File: src/rtl/pipe_skid_reg.sv
// pipe_skid_reg: valid/ready pipeline-stage register with an optional
// two-entry skid buffer, used between MIPS datapath stages.
//
// Parameters
//   WIDTH        payload width in bits
//   RESET_VALUE  payload loaded into main and skid on reset or flush
//   SKID         1: two entries, registered in_ready
//                0: one entry, in_ready = ~out_valid | out_ready
//
// Ports
//   clk        rising-edge clock
//   rst        synchronous active-high reset
//   flush      synchronous squash, empties the stage
//   in_valid   upstream payload valid
//   in_ready   stage can accept a payload this cycle
//   in_data    upstream payload
//   out_valid  main register holds a payload
//   out_ready  downstream accepts this cycle
//   out_data   main register payload
//   occupancy  number of held entries (0, 1 or 2)

module pipe_skid_reg #(
   parameter int unsigned      WIDTH       = 32,
   parameter logic [WIDTH-1:0] RESET_VALUE = '0,
   parameter bit               SKID        = 1'b1
) (
   input  logic             clk,
   input  logic             rst,
   input  logic             flush,
   input  logic             in_valid,
   output logic             in_ready,
   input  logic [WIDTH-1:0] in_data,
   output logic             out_valid,
   input  logic             out_ready,
   output logic [WIDTH-1:0] out_data,
   output logic [1:0]       occupancy
);

   // Encoding equals the entry count so occupancy is the state itself.
   typedef enum logic [1:0] {
      EMPTY = 2'd0,
      BUSY  = 2'd1,
      FULL  = 2'd2
   } state_t;

   state_t           state_p0;
   state_t           state_next;
   logic [WIDTH-1:0] main_p0;
   logic [WIDTH-1:0] skid_p0;

   logic in_fire;
   logic out_fire;
   logic main_load;
   logic main_from_skid;
   logic skid_load;

   assign in_fire  = in_valid & in_ready;
   assign out_fire = out_valid & out_ready;

   // ---- stage register: control state ----
   always_ff @(posedge clk) begin
      if (rst || flush) begin
         state_p0 <= EMPTY;
      end else begin
         state_p0 <= state_next;
      end
   end

   // Next state plus the payload-register write enables that go with it.
   always_comb begin
      state_next     = state_p0;
      main_load      = 1'b0;
      main_from_skid = 1'b0;
      skid_load      = 1'b0;
      case (state_p0)
         EMPTY: begin
            if (in_fire) begin
               state_next = BUSY;
               main_load  = 1'b1;
            end
         end
         BUSY: begin
            if (in_fire && out_fire) begin
               main_load = 1'b1;
            end else if (in_fire && SKID) begin
               // Downstream stalled: park the new payload behind main.
               state_next = FULL;
               skid_load  = 1'b1;
            end else if (out_fire) begin
               state_next = EMPTY;
            end
         end
         FULL: begin
            if (out_fire) begin
               state_next     = BUSY;
               main_load      = 1'b1;
               main_from_skid = 1'b1;
            end
         end
         default: begin
            state_next = EMPTY;
         end
      endcase
   end

   // Outputs are functions of state only, except the SKID=0 in_ready
   // which deliberately passes out_ready through combinationally.
   always_comb begin
      out_valid = (state_p0 != EMPTY);
      occupancy = state_p0;
      out_data  = main_p0;
      if (SKID) begin
         in_ready = (state_p0 != FULL);
      end else begin
         in_ready = (state_p0 == EMPTY) | out_ready;
      end
   end

   // ---- stage register: payload ----
   always_ff @(posedge clk) begin
      if (rst || flush) begin
         main_p0 <= RESET_VALUE;
         skid_p0 <= RESET_VALUE;
      end else begin
         if (main_load) begin
            main_p0 <= main_from_skid ? skid_p0 : in_data;
         end
         if (skid_load) begin
            skid_p0 <= in_data;
         end
      end
   end

endmodule

File: config.mk
export PLATFORM = sky130hd
export DESIGN_NAME = pipe_skid_reg
export DESIGN_NICKNAME = d
export VERILOG_FILES = /design/src/rtl/pipe_skid_reg.sv
export SDC_FILE = /design/constraint.sdc
export NUM_CORES = 1
export LEC_CHECK = 0
export CAP_MARGIN = 10
export CORE_UTILIZATION = 55
export CTS_CLUSTER_DIAMETER = 100
export DETAILED_ROUTE_END_ITERATION = 10
export DONT_BUFFER_PORTS = 1
export HOLD_SLACK_MARGIN = 0.15
export PLACE_DENSITY = 0.67
export SYNTH_ARGS = -nofsm -noshare
export SYNTH_HDL_FRONTEND = slang
export SYNTH_SLANG_ARGS = --single-unit
export TNS_END_PERCENT = 100
File: constraint.sdc
create_clock -name clk -period 2.55 [get_ports clk]
set_clock_uncertainty 0.05 [all_clocks]
set_input_delay 0.3825 -clock clk [delete_from_list [all_inputs] [get_ports clk]]
set_output_delay 0.3825 -clock clk [all_outputs]
set_load 0.01 [all_outputs]
### Yosys cells after proc, flatten, opt, wreduce, memory -nomap -nowiden

Index checks and enable logic that the tools add are counted.

| word-level totals | value |
|---|---|
| logic and storage cells | 31 |
| bits in registers | 66 |
| input port bits | 37 |
| output and inout bits | 36 |

| cells by class | value |
|---|---|
| muxes and demuxes | 14 |
| equal/unequal tests | 7 |
| reductions and logical operators | 5 |
| bitwise logic cells | 2 |

Operators with widths:

| operator | count |
|---|---|
| 32-bit 2-to-1 mux | 1 |
| 2-bit 2-to-1 mux | 5 |
| 2-bit inequality test (second input constant) | 4 |
| 1-bit 2-to-1 mux | 6 |
| 2-bit case mux with 3 select lines | 1 |
| 4-bit AND reduction | 1 |
| 3-bit inequality test (second input constant) | 1 |
| 1-bit case mux with 3 select lines | 1 |
| 1-bit bitwise AND | 2 |
| 2-bit by 1-bit equality test with 1-bit output (second input constant) | 1 |
| 2-bit equality test (second input constant) | 1 |
| 2-bit logical NOT | 1 |
| 2-bit nonzero test | 1 |
| 1-bit logical AND | 1 |
| 1-bit logical OR | 1 |

### Depth between registers and ports, before layout

| logic depth | value |
|---|---|
| depth after elaboration | 6 |
| gate-level depth with buffers | 6 |
| mapped depth without buffers | 3 |

### Least setup slack after synthesis

No wires, ideal clock.

| timing | value |
|---|---|
| kind | input to register |
| start | input port out_ready |
| end | register skid_p0[1] |
| path buffers | 3 |
| arrival time | 1.213 ns |
| required time | 2.431 ns |
| stages | 6 |
| library setup time | 0.069 ns |
| setup slack | 1.218 ns |
| path through | buf_4 > nor4bb_1 > buf_4 > buf_6 > nand2_1 > a21oi_2 |

| on the way | value |
|---|---|
| cells in the longest elaborated chain, start to end | 4 |

Ends and longest elaborated chain:

| what | RTL line | text |
|---|---|---|
| start: declaration | 34 | `input logic out_ready,` |
| 1-bit bitwise AND | 58 | `assign out_fire = out_valid & out_ready;` |
| 1-bit logical AND | 83 | `if (in_fire && out_fire) begin` |
| 1-bit 2-to-1 mux | 83 |  |
| 1-bit 2-to-1 mux | 75 | `case (state_p0)` |
| end signal: assignment | 129 | `skid_p0 <= in_data;` |
| end: declaration | 49 | `logic [WIDTH-1:0] skid_p0;` |

No other way between the ends.
A chain may end at the register's enable or synchronous reset.

### Final worst setup path

| timing | value |
|---|---|
| start | register state_p0[0], in the netlist occupancy[0] |
| end | register main_p0[4], in the netlist out_data[4] |

| on the way | value |
|---|---|
| cells in the longest elaborated chain, start to end | 5 |
| elaborated cells on any way between the ends | 14 |
| those cells by class | eq/ne (3); mux (6); bitwise (2); reduce/logical (3) |

Ends and longest elaborated chain:

| what | RTL line | text |
|---|---|---|
| start: declaration | 46 | `state_t state_p0;` |
| start signal: assignment | 65 | `state_p0 <= state_next;` |
| 2-bit inequality test or 2-bit nonzero test (tied branches) | 113, 109 |  |
| 1-bit bitwise AND (on tied branches) | 57, 58 |  |
| 1-bit logical AND or 1-bit 2-to-1 mux (tied branches) | 83, 94 |  |
| 1-bit 2-to-1 mux (on tied branches) | 83, 75 |  |
| 1-bit case mux with 3 select lines or 32-bit 2-to-1 mux (tied branches) | 75, 126 |  |
| end signal: assignment | 126 | `main_p0 <= main_from_skid ? skid_p0 : in_data;` |
| end: declaration | 48 | `logic [WIDTH-1:0] main_p0;` |

Several ways; a longest one is shown, not always the timed one.

==> metrics.yaml <==
clock_tree:
  clkTransAtPathRegs_ns: 0.07
  clockRootBuffer: "clkbuf_8"
  cts.sinks: 66
  clk-insertion-delay-late_ns: 0.33
  cts_made_buffers: 9
  clockBufferDepth: 2
  cts_tree: "yes"
  htree_num_levels: 3
cells_and_area:
  nets: 402
  layout_common_cells: "67 x nand2_1, 66 x dfxtp_1, 61 x o21ai_0"
  syn_to_final_growth_pct: 19.0
  fillers: 430
  final_core_util: 0.688
  diodes: 0
  layout_commonest_cell: "nand2_1"
  drive_gt1_frac: 0.108
synthesis:
  yosysSeqAreaShare: 0.480
  yosys_register_bits: 66
  synthCells: 345
  synth-async-reset-ratio: 0
  ys_types: 25
  synth_fp_nets: 382
  synth_flop_cell: "dfxtp_1"
  synth_area_per_cell_um2: 7.97
  synth_edf_count: 0
  syn-cell-area_mm2: 0.00275
  synth.yosys.warnings: 0
critical_path:
  r2r_setup_slack_ns: 0.62
  slowest_stage: "or2b_1"
  endpoint_kind: "register"
  worst_r2r_endpoint: "out_data[4]$_SDFFE_PP0P_"
  critPathBufInv: 0
  crit_family: "simple AND/OR/NAND/NOR gates"
  r2r_cells: 3
  cp_max_fo: 32
  cp-startpoint: "occupancy[0]$_SDFFE_PP0P_"
  critPathMaxStageDelay_ns: 0.97
  required_ns: 2.75
  critPathCapture: "out_data[4]$_SDFFE_PP0P_"
  critical_path_arrival_ns: 2.13
  crit_cells: 3
  r2r-start: "occupancy[0]$_SDFFE_PP0P_"
  path_class: "register to register"
  cp_cell_sequence: "or2b_1, nand3_1, a31oi_1"
  start_kind: "register"
routing:
  drt_iter0_markers: 127
  dr.pass1.iters: 4
  drtAntennaViolNets: 0
  drc_errors: 0
  vias_per_cell: 5.77
  drt-total-wl_um: 6810
  route.vias.total: 2522
  wl_per_cell_um: 15.6
floorplan:
  placementRows: 25
  coreArea_mm2: 0.00475
  die_w_um: 72.7
  start_util: 0.578
  ios: 73
  die_area_mm2: 0.00529
  fp.dieH_um: 72.7
pwr:
  irDropWorstVdd_v: 0.000466
  power_leakage_uw: 0.00107
  power_density_mw_per_mm2: 628
  total_power_uw: 2050
timing:
  fin_setup_tns_ns: 0
  clock.fmax_mhz: 518
  drv_slew: 0
  period_minus_slack_ns: 1.93
  fin_crit_sh: 0.757
  rsz0062_at_grt: "false"
  relSlewSlack: 0.237
  hold_viol: 0
  setup_violations: 0
  tightest_slew_ns: 1.14
hold_path:
  holdCritPathClass: "input pin to register"
global_routing:
  busiest_layer: "met2"
  use_met2: 0.452
  grt_pass1_wl_um: 11200
  grt_util_met3: 0.0566
  grt_max_degree: 35
  grt_pass1_vias: 2484
  antenna_found_initial: 0
  grt_overflow_total: 0
  met1_usage: 0.343
  grt_use_total: 0.273
run_status:
  status: "completed"
placed_design:
  dp_hpwl_um: 3980
  gp_congestion: 0.701
  portBuffers: 0
job:
  drv_cap: 0
## cell type report
type                       instances  area, um^2  area share
multi-input combinational        243        1260       0.384
clock buffer                      12         165      0.0505
clock inverter                     4        25.0     0.00765
tap                               67        83.8      0.0256
sequential                        66        1320       0.404
timing repair buffer              45         420       0.128
## metal layers
layer / vias to the layer above / part of all wire
met1: 1184 / 0.45
met4: 0 / 0.014
li1: 1254 / -
met2: 74 / 0.48
met5: - / 0
met3: 10 / 0.056
## synth_stat cells, types with 3 or more instances
cell type | count | area, um^2
nand2_1 | 67 | 251
clkbuf_2 | 4 | 20.0
a21oi_1 | 29 | 145
o21ai_0 | 61 | 305
a21oi_2 | 5 | 43.8
a31oi_1 | 32 | 200
nand3_1 | 32 | 160
buf_2 | 12 | 60.1
buf_6 | 4 | 45.0
dfxtp_1 | 66 | 1320
clkbuf_1 | 14 | 52.6
o21ai_1 | 3 | 15.0
## registers in the layout (all words and copies together) (netlist names)
name,count
skid_p0,32
occupancy,2
out_data,32
## worst min path at each step
stage	from	end	slack, ns	cells past startpoint
floorplan	skid_p0[0]$_SDFFE_PP0P_	skid_p0[0]$_SDFFE_PP0P_	0.38	2
CTS	in_data[22]	out_data[22]$_SDFFE_PP0P_	0.15	2
finish	in_data[28]	out_data[28]$_SDFFE_PP0P_	0.16	2
global route	in_data[20]	out_data[20]$_SDFFE_PP0P_	0.16	2
global placement	skid_p0[15]$_SDFFE_PP0P_	skid_p0[15]$_SDFFE_PP0P_	0.39	2
detailed placement	skid_p0[28]$_SDFFE_PP0P_	skid_p0[28]$_SDFFE_PP0P_	0.39	2
## stage by stage
stage	cell area (um^2)	cells	worst slack [ns]	hold WS (ns)
after global routing	3270	437	0.471	0.156
final	3270	437	0.620	0.162
after floorplan	2750	345	1.22	0.383
after CTS	3260	436	0.636	0.153
after detailed placement	2750	388	0.644	0.393
after global placement	2750	388	0.728	0.388
## report_power, final
group	switching, uW	total (uW)	internal [uW]
Sequential	23.0	1070	1050
Combinational	87.0	165	77.8
Clock	385	815	429
## cells by family after synthesis
kind of cell	synth area share
simple gates	0.186
flops	0.480
buf+inv	0.0701
compound gates	0.263
## repair_timing
item | CTS | global route
hold buffers | 32 | 1
gates resized for setup | 0 | 0
buffers inserted | 0 | 0
endpoints found under the hold margin | 32 | 1
Note: power is estimated with default switching activity, not from simulation.
